### config.mk
export PLATFORM = sky130hd
export DESIGN_NAME = role_axis_loopback
export DESIGN_NICKNAME = d
export VERILOG_FILES = /design/src/rtl/role_axis_loopback.sv
export SDC_FILE = /design/constraint.sdc
export NUM_CORES = 1
export LEC_CHECK = 0
export CELL_PAD_IN_SITES_DETAIL_PLACEMENT = 0
export CELL_PAD_IN_SITES_GLOBAL_PLACEMENT = 1
export CORE_ASPECT_RATIO = 1.1
export CORE_MARGIN = 2
export CORE_UTILIZATION = 49
export DETAILED_ROUTE_END_ITERATION = 10
export PLACE_DENSITY = 0.76
export REMOVE_ABC_BUFFERS = 1
export SYNTH_ARGS = -nofsm -noshare
export SYNTH_HDL_FRONTEND = slang
export SYNTH_SLANG_ARGS = --single-unit
### constraint.sdc
create_clock -name sys_clk -period 7.55 [get_ports sys_clk]
set_input_delay 1.1325 -clock sys_clk [delete_from_list [all_inputs] [get_ports sys_clk]]
set_output_delay 1.1325 -clock sys_clk [all_outputs]
set_load 0.02 [all_outputs]
### src/rtl/role_axis_loopback.sv
// Role-side AXI-Stream loopback: XOR-masks each accepted word, buffers it in a
// synchronous FIFO and forwards it, truncating over-long packets and counting packets.
module role_axis_loopback #(
    parameter int DATA_WIDTH  = 32,
    parameter int FIFO_DEPTH  = 16,
    parameter int MAX_PKT_LEN = 256
) (
    input  logic                            sys_clk,
    input  logic                            perif_rst_n,

    input  logic [DATA_WIDTH-1:0]           s_axis_tdata,
    input  logic [DATA_WIDTH/8-1:0]         s_axis_tkeep,
    input  logic                            s_axis_tlast,
    input  logic                            s_axis_tvalid,
    output logic                            s_axis_tready,

    output logic [DATA_WIDTH-1:0]           m_axis_tdata,
    output logic [DATA_WIDTH/8-1:0]         m_axis_tkeep,
    output logic                            m_axis_tlast,
    output logic                            m_axis_tvalid,
    input  logic                            m_axis_tready,

    input  logic [DATA_WIDTH-1:0]           cfg_xor_mask,
    output logic [31:0]                     pkt_cnt,
    output logic                            trunc_err,
    input  logic                            err_clr,
    output logic [$clog2(FIFO_DEPTH):0]     fifo_level
);

    localparam int KEEP_W  = DATA_WIDTH / 8;
    localparam int AW      = $clog2(FIFO_DEPTH);
    localparam int PW      = AW + 1;
    localparam int ENTRY_W = DATA_WIDTH + KEEP_W + 1;
    localparam int WCNT_W  = (MAX_PKT_LEN > 1) ? $clog2(MAX_PKT_LEN) : 1;
    localparam logic [WCNT_W-1:0] WCNT_MAX = WCNT_W'(MAX_PKT_LEN - 1);

    typedef enum logic {
        ST_PASS,
        ST_DROP
    } state_t;

    state_t              state_q, state_d;
    logic [WCNT_W-1:0]   wcnt_q, wcnt_d;
    logic                rdy_en_q;
    logic [PW-1:0]       wr_ptr_q, rd_ptr_q;
    logic [ENTRY_W-1:0]  mem [FIFO_DEPTH];
    logic [31:0]         pkt_cnt_q;
    logic                trunc_q;

    logic full, empty;
    logic push, pop;
    logic tready;
    logic tlast_out;
    logic trunc_set;

    // Full when the pointers alias the same slot but differ in their wrap bit.
    assign full  = (wr_ptr_q[AW] != rd_ptr_q[AW]) && (wr_ptr_q[AW-1:0] == rd_ptr_q[AW-1:0]);
    assign empty = (wr_ptr_q == rd_ptr_q);
    assign pop   = !empty && m_axis_tready;

    // NOTE: every output of this block gets a default first so no latch is inferred.
    always_comb begin
        state_d   = state_q;
        wcnt_d    = wcnt_q;
        push      = 1'b0;
        trunc_set = 1'b0;
        tready    = 1'b0;
        tlast_out = s_axis_tlast || (wcnt_q == WCNT_MAX);
        case (state_q)
            ST_PASS: begin
                tready = rdy_en_q && !full;
                if (s_axis_tvalid && tready) begin
                    push = 1'b1;
                    if (s_axis_tlast) begin
                        wcnt_d = '0;
                    end else if (wcnt_q == WCNT_MAX) begin
                        wcnt_d    = '0;
                        trunc_set = 1'b1;
                        state_d   = ST_DROP;
                    end else begin
                        wcnt_d = wcnt_q + 1'b1;
                    end
                end
            end
            ST_DROP: begin
                tready = rdy_en_q;
                if (s_axis_tvalid && tready && s_axis_tlast) begin
                    state_d = ST_PASS;
                end
            end
            default: state_d = ST_PASS;
        endcase
    end

    // NOTE: state registers use non-blocking assignments so all flops update together.
    always_ff @(posedge sys_clk or negedge perif_rst_n) begin
        if (!perif_rst_n) begin
            state_q  <= ST_PASS;
            wcnt_q   <= '0;
            rdy_en_q <= 1'b0;
        end else begin
            state_q  <= state_d;
            wcnt_q   <= wcnt_d;
            rdy_en_q <= 1'b1;
        end
    end

    always_ff @(posedge sys_clk or negedge perif_rst_n) begin
        if (!perif_rst_n) begin
            wr_ptr_q <= '0;
            rd_ptr_q <= '0;
        end else begin
            if (push) wr_ptr_q <= wr_ptr_q + 1'b1;
            if (pop)  rd_ptr_q <= rd_ptr_q + 1'b1;
        end
    end

    // NOTE: storage is not reset; the pointers alone define which entries are valid.
    always_ff @(posedge sys_clk) begin
        if (push) begin
            mem[wr_ptr_q[AW-1:0]] <= {s_axis_tdata ^ cfg_xor_mask, s_axis_tkeep, tlast_out};
        end
    end

    always_ff @(posedge sys_clk or negedge perif_rst_n) begin
        if (!perif_rst_n) begin
            pkt_cnt_q <= '0;
            trunc_q   <= 1'b0;
        end else begin
            if (pop && m_axis_tlast) pkt_cnt_q <= pkt_cnt_q + 32'd1;
            // A truncation in the same cycle as a clear request keeps the flag set.
            if (trunc_set)    trunc_q <= 1'b1;
            else if (err_clr) trunc_q <= 1'b0;
        end
    end

    assign s_axis_tready = tready;
    assign m_axis_tvalid = !empty;
    assign {m_axis_tdata, m_axis_tkeep, m_axis_tlast} = mem[rd_ptr_q[AW-1:0]];
    assign pkt_cnt       = pkt_cnt_q;
    assign trunc_err     = trunc_q;
    assign fifo_level    = wr_ptr_q - rd_ptr_q;

endmodule

Word-level counts from Yosys, hierarchy flattened --
Memories as Yosys holds them, arrays and structs flattened. Cells that the tools add are included.
Word-level totals: flip-flop bits (word level) 53, latch bits 0, memory bits (writable) 592, bits in read-only memories 0, output and inout bits 77, word-level logic and storage cells 46, memories 1
Operators by class: add/subtract/negate cells 5, $mul 0, div/mod/pow operators 0, magnitude comparators 0, eq/ne operators 4, shifts and indexed selects 0, mux-type cells 15, bitwise operators 2, reductions and logical operators 12
Memory list:
- mem | words 16, bits a word 37, rd ports 1, clocked after memory_dff 0, wr ports 1, RTL line 46 | logic [ENTRY_W-1:0] mem [FIFO_DEPTH];
Operators with widths (count):
- $add 32x1->32 const B | 1
- $xor 32x32->32 | 1
- $mux 8 | 2
- $mux 1 | 11
- $add 5x1->5 const B | 2
- $add 8x1->8 const B | 1
- $eq 8x8->1 const B | 1
- $logic_and 1x1->1 | 7
- $eq 5x5->1 | 1
- $sub 5x5->5 | 1
- $eq 4x4->1 | 1
- $pmux 1 s2 | 2
- $logic_not 1->1 | 2
- $reduce_and 2->1 | 1
- $reduce_bool 2->1 | 1
- $logic_or 1x1->1 | 1
- $ne 1x1->1 | 1
- $not 1->1 | 1

Longest topological paths before layout --
Gate-level depths: netlist of run 1.
word-level depth 9, gate-level depth with buffers 12, mapped depth without buffers 7

Least setup slack after synthesis of run 1 --
No wires, ideal clock.
path kind register to register, start point reg rd_ptr_q[1], end point mem mem[0][0] (netlist name), enable pin, arrival 4940 ps, slack 2133 ps, stages on the path, launching flop included 12, path buffers 5, period minus slack after synthesis 5417 ps, path through dfrtp_1 > buf_6 > clkbuf_1 > buf_2 > buf_2 > inv_1 > ha_1 > nand4_1 > o2111a_1 > clkbuf_1 > nand2_1 > nor3_1
On the way: word-level cells in the longest chain between the ends 9
Ends and longest elaborated chain:
- start, declared | RTL line 45 | logic [PW-1:0] wr_ptr_q, rd_ptr_q;
- start signal, assigned | RTL line 114 | if (pop) rd_ptr_q <= rd_ptr_q + 1'b1;
- $eq 4x4->1 | RTL line 57 | assign full = (wr_ptr_q[AW] != rd_ptr_q[AW]) && (wr_ptr_q[AW-1:0] == rd_ptr_q[AW-1:0]);
- $logic_and 1x1->1 | RTL line 57
- $logic_not 1->1 | RTL line 71 | tready = rdy_en_q && !full;
- $logic_and 1x1->1 | RTL line 71
- $logic_and 1x1->1 | RTL line 72 | if (s_axis_tvalid && tready) begin
- $mux 1 | RTL line 72
- $mux 1 | RTL line 69 | case (state_q)
- $mux 1 | RTL line 120 | if (push) begin
- $mux 1 (not written as such) | RTL line 121 | mem[wr_ptr_q[AW-1:0]] <= {s_axis_tdata ^ cfg_xor_mask, s_axis_tkeep, tlast_out};
- end, declared | RTL line 46
Every way passes these cells.

Worst setup path after layout of run 1 --
start point reg rd_ptr_q[1], end point out m_axis_tlast
On the way: word-level cells in the longest chain between the ends 1
Ends and longest elaborated chain:
- $mem_v2 16x37
- end, declared | RTL line 19 | output logic m_axis_tlast,
Every way passes these cells.

==> out/results.tsv, run 1 <==
stage	metric	value	unit
synth	synth_area	0.02541	mm2
layout	final_util	58.35	%
synth	syn-instance-count	1148	
floorplanning	initial_core_util	49.56	%
clock_tree	cts_setup_buffers	0	
power	ir_drop	0.0002467	V
floorplanning	die_y	242.8	um
clock_tree	cts.hold.buffers_added	0	
synth	synth-edff-count	592	
layout	drive_gt1_share	25.20	%
place	place.gp.congestion	0.7281	
worst_setup_path	reg2reg_from	rd_ptr_q[1]	
worst_setup_path	slowest_delay	0.99	ns
timing	finalSetupViolCount	0	
synth	synth-warning-count	0	
detailed_routing	drt-vias-per-instance	5.844	
synth	synth_top_cell_by_area	edfxtp_1	
worst_hold_path	worstHoldPathCells	1	
layout	layout.cells.most_common_list	edfxtp_1 (592), mux4_2 (182), clkdlybuf4s50_1 (149)	
timing	max_freq	0.1925	GHz
timing	tightestPinTransition	1.227	ns
grt	grt_pass1_wl	79.16	mm
place	port_buffers	150	
clock_tree	cts_made_buffers	61	
worst_setup_path	reg2reg_to	mem[11][27]	
layout	stdcell_count	2057	
layout	nets	1423	
layout	postLayoutCellArea	0.02992	mm2
grt	grt_remaining_overflow	0	
worst_setup_path	reg2reg_setup_slack	3.10	ns
worst_setup_path	rr_worst_depth	7	
timing	finClkSkew	0.02160	ns
floorplanning	coreArea	0.05127	mm2
worst_setup_path	crit_path_frequent_cell	buf_4	
timing	hold_viol	0	
grt	grt_max_degree	84	
run	drv_cap	0	
detailed_routing	first_pass_iters	5	
worst_setup_path	crit_fanout	58	
synth	syn_avg_cell_area	22.13	um2
power	power_density	362.4	mW/mm2
place	placed_cells	1941	
worst_hold_path	hold-path-endpoint	pkt_cnt[31]	
floorplanning	die_area	0.05370	mm2
detailed_routing	wl_per_cell	25.65	um
power	leakage	9.803	nW
synth	yosys_register_bits	645	
grt	antenna_found_initial	0	
detailed_routing	drc	0	
detailed_routing	vias	12020	
synth	ys_async_sr_fraction	8.217	%
detailed_routing	ant_nets	0	
timing	rsz0062_at_grt	no	
layout	final_common_cell	edfxtp_1	
worst_setup_path	cp_cell_sequence	buf_4 > mux2i_1 > a221oi_2 > a2bb2oi_2 > buf_4 > inv_1 > clkdlybuf4s50_1	
grt	grt_pass1_vias	12510	
timing	slew_violations	0	
synth	ys_top_cells_by_area	edfxtp_1 (70%), mux4_2 (16%), dfrtp_1 (5.2%), xor2_1 (2.2%), ha_1 (0.54%)	
grt	grt_usage	19.90	%
layout	synthToLayoutAreaGrowth	17.74	%
clock_tree	clock_path_buffers	3	
clock_tree	h-tree-depth	2	
place	post-place-ws	2.983	ns
clock_tree	ctsResizeCount	0	
clock_tree	path_clk_slew	0.07	ns
timing	min_period	5.196	ns
timing	period_share	68.82	%
worst_hold_path	min_from	pkt_cnt[31]	
synth	synth_flop_cell	edfxtp_1	
worst_hold_path	worstHoldPathType	flip-flop to flip-flop	
synth	yosys.area.top_type_share	69.96	%
floorplanning	dieWidth	221.1	um
synth	synthDistinctLibCells	52	
clock_tree	numClockSinks	645	
status	status	complete, no violations	
worst_setup_path	crit_path_start_kind	flip-flop	
clock_tree	clk_latency	0.63	ns
floorplanning	io_pins	151	
floorplanning	rows	87	
worst_setup_path	path_class	flip-flop to primary output	
detailed_routing	totalWireLength	52.76	mm
worst_setup_path	endpoint_kind	primary output	
clock_tree	clockRootBuffer	clkbuf_16	
place	detailed_place_hpwl	27.72	mm
timing	tns	0	ns
layout	nFillCells	3654	
worst_setup_path	crit_required	6.42	ns
power	finalPower	10.84	mW
timing	relSlewSlack	17.92	%
timing	worst_slack	2.354	ns
clock_tree	cts_tree	yes	
place	placed_area	0.02781	mm2
worst_setup_path	critical_path.slowest_cell	dfrtp_4	
worst_setup_path	arrival	4.06	ns
timing	whs	0.4850	ns
synth	synth-seq-area-share	75.18	%
detailed_routing	drt_iter0_drc	1103	
-- how the worst max path moves through the flow --
| stage | start | end | slack (ns) |
|---|---|---|---|
| floorplan | rd_ptr_q[0] | mem[3][0] | -2.53 |
| global placement | rd_ptr_q[1] | m_axis_tlast | 2.96 |
| detailed placement | rd_ptr_q[1] | m_axis_tlast | 2.98 |
| CTS | rd_ptr_q[1] | m_axis_tlast | 2.32 |
| global route | rd_ptr_q[1] | m_axis_tlast | 2.17 |
| finish | rd_ptr_q[1] | m_axis_tlast | 2.35 |
-- power breakdown --
group | leakage [nW] | internal [mW] | switching [mW]
logic | 2.77 | 1.65 | 1.64
registers | 6.02 | 4.17 | 0.223
clock network | 1.02 | 1.85 | 1.31
-- worst max-delay path: cells and delay by family (launching register included) --
family          cells  cell delay [ns]
flops               1             0.99
buf+inv             4             1.85
mux                 1             0.30
compound gates      2             0.26
-- registers in the layout, indices dropped and copies added, names as in the netlist --
register,cells
mem,592
pkt_cnt,32
wcnt_q,8
rd_ptr_q,5
wr_ptr_q,5
rdy_en_q,1
state_q,1
trunc_err,1
-- synth_stat cells, drive strengths merged, types with 4 or more instances --
cell type,count
nand3,11
nor2,20
nor4,16
mux2i,5
xnor2,12
edfxtp,592
and4,4
mux4,182
nand4,10
nor3,14
buf,41
ha,11
dfrtp,53
and3,6
xor2,63
clkbuf,12
o21ai,9
nor4b,5
a21o,4
nand2,31
inv,14
-- per-layer routing --
metal	part of all wire (%)	global-route usage, %
met1	42	27.67
met2	50	33.03
met3	6.6	3.632
met4	1.8	4.856
met5	0	0
-- final cells by class --
class | count | area, um2 | share of cell area (%)
antenna | 1 | 2.502 | 0.008364
clock buffer | 67 | 1570 | 5.249
clock inverter | 48 | 534.3 | 1.786
inverter | 14 | 52.55 | 0.1757
multi-input combinational | 436 | 6085 | 20.34
sequential | 645 | 19110 | 63.88
tap | 667 | 834.6 | 2.790
timing repair buffer | 179 | 1727 | 5.771
-- logic make-up after synthesis --
kind of cell / count (synthesis) / share of synthesized area, %
xor gates and xnor gates: 75 / 2.585
AOI/OAI and AO/OA: 28 / 0.8371
buffers and inverters: 67 / 1.305
other: 1 / 0.01476
and+or+nand+nor: 131 / 3.023
adders and majority gates: 12 / 0.6204
muxes: 189 / 16.43
DFF: 645 / 75.18
Note: power is estimated with default switching activity, not from simulation.
==> run 2, diff against run 1 <==
--- a/config.mk
+++ b/config.mk
@@ -9,7 +9,7 @@
 export CELL_PAD_IN_SITES_GLOBAL_PLACEMENT = 1
 export CORE_ASPECT_RATIO = 1.1
 export CORE_MARGIN = 2
-export CORE_UTILIZATION = 49
+export CORE_UTILIZATION = 47
 export DETAILED_ROUTE_END_ITERATION = 10
 export PLACE_DENSITY = 0.76
 export REMOVE_ABC_BUFFERS = 1
==> constraint.sdc (replaced) <==
create_clock -name sys_clk -period 4.4 [get_ports sys_clk]
set_input_delay 0.66 -clock sys_clk [delete_from_list [all_inputs] [get_ports sys_clk]]
set_output_delay 0.66 -clock sys_clk [all_outputs]
set_load 0.02 [all_outputs]
==> run 2 against run 1 <==
Effect of this change: cell count grew 3.5%; combinational power rose by 80%; clock power rose by 64%; core utilization shrank 2.1 points; clock skew up 0.0020 ns; setup slack worse by 2.0 ns; via count up 0.60%; routed wire length up 1.4%; largest power group unchanged.
==> out/results.tsv, run 2 (synthesis results as in run 1) <==
stage	metric	value	unit	change
timing	period_share	92.64	%	
clock_tree	h-tree-depth	2		unchanged
timing	max_freq	0.2453	GHz	
layout	n_antenna_cell	0		-1
status	status	complete, no violations		
clock_tree	clock_path_buffers	3		unchanged
timing	slew_violations	0		unchanged
power	power_density	614.8	mW/mm2	+70%
timing	hold_viol	0		unchanged
grt	grt_pass1_wl	80.69	mm	+1.9%
worst_hold_path	worstHoldPathType	flip-flop to flip-flop		
worst_setup_path	arrival	3.42	ns	-0.64 ns
power	switching_power	5.459	mW	+72%
floorplanning	die_y	247.9	um	+2.1%
floorplanning	initial_core_util	47.44	%	-2.1 points
layout	final_common_cell	edfxtp_1		
floorplanning	rows	89		+2.3%
worst_setup_path	endpoint_kind	primary output		
power	internal_power	13.06	mW	+70%
worst_setup_path	critical_path.slowest_cell	dfrtp_4		
detailed_routing	drt-vias-per-instance	5.683		-2.8%
floorplanning	io_pins	151		unchanged
floorplanning	dieWidth	225.7	um	+2.1%
power	finalPower	18.51	mW	+71%
timing	min_period	4.076	ns	
place	detailed_place_hpwl	28.39	mm	+2.4%
floorplanning	die_area	0.05594	mm2	+4.2%
clock_tree	clockRootBuffer	clkbuf_16		
worst_setup_path	reg2reg_from	rd_ptr_q[0]		
power	clkPwrFrac	28.0	%	-1.2 points
clock_tree	clk_latency	0.62	ns	about the same
grt	grt_pass1_vias	12800		+2.3%
detailed_routing	drt_iter0_drc	1291		+17%
grt	grt_usage	19.70	%	-0.20 points
detailed_routing	vias	12090		+0.60%
layout	final_util	56.22	%	-2.1 points
layout	drive_gt1_share	25.57	%	+0.37 points
run	drv_cap	0		unchanged
detailed_routing	ant_nets	0		unchanged
worst_setup_path	slowest_delay	0.76	ns	-0.23 ns
grt	grt_remaining_overflow	0		unchanged
place	place.gp.congestion	0.7276		about the same
clock_tree	numClockSinks	645		unchanged
clock_tree	ctsResizeCount	0		unchanged
place	port_buffers	150		unchanged
power	leakage	9.869	nW	+0.67%
power	ir_drop	0.0003499	V	+42%
worst_setup_path	cp_cell_sequence	buf_4 > mux4_2 > mux4_2 > clkdlybuf4s50_1		
worst_setup_path	crit_path_start_kind	flip-flop		
grt	antenna_found_initial	0		unchanged
layout	layout.cells.most_common_list	edfxtp_1 (592), mux4_2 (182), clkdlybuf4s50_1 (149)		
grt	grt_max_degree	59		-30%
timing	rsz0062_at_grt	no		
clock_tree	path_clk_slew	0.07	ns	about the same
layout	largest_reg_flops	592		unchanged
timing	tightestPinTransition	1.276	ns	+0.04861 ns
worst_setup_path	crit_path_frequent_cell	mux4_2		
power	netSwitchingFraction	29.49	%	+0.20 points
worst_setup_path	crit_fanout	25		-57%
layout	nFillCells	3947		+8.0%
clock_tree	cts_tree	yes		
layout	nets	1437		+0.98%
worst_setup_path	path_class	flip-flop to primary output		
worst_setup_path	crit_start	rd_ptr_q[0]		
timing	relSlewSlack	14.66	%	-3.3 points
timing	finalSetupViolCount	0		unchanged
detailed_routing	first_pass_iters	5		unchanged
floorplanning	coreArea	0.05356	mm2	+4.5%
clock_tree	cts_made_buffers	59		-3.3%
worst_hold_path	min_from	pkt_cnt[31]		
detailed_routing	drc	0		unchanged
power	combPwrFrac	31.9	%	+1.6 points
power	seqPwrFrac	40.1	%	-0.5 points
layout	synthToLayoutAreaGrowth	18.52	%	
detailed_routing	totalWireLength	53.50	mm	+1.4%
timing	finClkSkew	0.02358	ns	+0.001974 ns
detailed_routing	wl_per_cell	25.14	um	-2.0%
timing	whs	0.4743	ns	-0.01077 ns
worst_setup_path	crit_required	3.74	ns	-2.68 ns
-- run 2: cell count changes in the layout (fill, tap and decap cells not counted), sizes merged --
cell | previous run | this run
buf | 30 | 45
clkinvlp | 7 | 4
inv | 15 | 17
bufinv | 10 | 8
dlygate4sd3 | 0 | 1
clkinv | 30 | 28
diode | 1 | 0
-- run 2: worst paths after layout --
path | to | slack [ns] | depth (start not counted)
worst max register to register | mem[2][2] | 1.29 | 6
worst max-delay path | m_axis_tdata[23] | 0.32 | 4
max in group asynchronous | rd_ptr_q[1] | 3.00 | 3
worst min-delay path | pkt_cnt[31] | 0.47 | 1
min in group asynchronous | pkt_cnt[29] | 0.53 | 2
worst min register to register | pkt_cnt[31] | 0.47 | 1
-- run 2: stage by stage --
stage / TNS [ns] / instances / worst slack (ns) / instance area [um2]
2_1_floorplan: -3204.81 / 1095 / -5.675 / 25130
3_3_place_gp: 0 / 2017 / 0.9301 / 28140
3_5_place_dp: 0 / 2017 / 0.8812 / 28140
4_1_cts: 0 / 2128 / 0.2160 / 30120
5_1_grt: 0 / 2128 / 0.1647 / 30120
6_report: 0 / 2128 / 0.3238 / 30120
-- run 2: area by class of cell --
cell class	instances	area (um2)	share of cell area [%]
Sequential cell	645	19110	63.46
Multi-Input combinational cell	436	6085	20.20
Timing Repair Buffer	195	1987	6.598
Clock buffer	67	1528	5.073
Tap cell	728	910.9	3.025
Clock inverter	43	440.4	1.462
Inverter	14	52.55	0.1745
-- run 2: per-layer routing --
layer | wire length [um] | vias to the layer above | track usage [%] | part of all wire (%)
met1 | 22270 | 6432 | 27.58 | 42
met3 | 3787 | 74 | 3.895 | 7.1
met5 | 0 | - | 0 | 0
li1 | - | 5179 | - | -
met4 | 927 | 0 | 4.675 | 1.7
met2 | 26510 | 409 | 32.31 | 50
-- run 2: worst max-delay path: cells and delay by family (launching register included) --
family,cells,cell delay [ns]
mux,2,1.06
flops,1,0.76
buf+inv,2,0.98
-- run 2: power by group through the flow --
| stage | logic, mW | clock network [mW] | registers, mW |
|---|---|---|---|
| final | 5.90 | 5.19 | 7.43 |
| after global routing | 6.29 | 5.51 | 7.47 |
| after CTS | 6.02 | 5.28 | 7.43 |
| after detailed placement | 5.99 | 0 | 7.55 |
| after global placement | 5.94 | 0 | 7.53 |
| after floorplan | 3.60 | 0 | 7.91 |
-- run 2: timing repair --
| action | CTS | global route |
|---|---|---|
| hold endpoints to repair | 19 | 0 |
| buffers inserted | 0 | 0 |
| hold buffers | 1 | 0 |
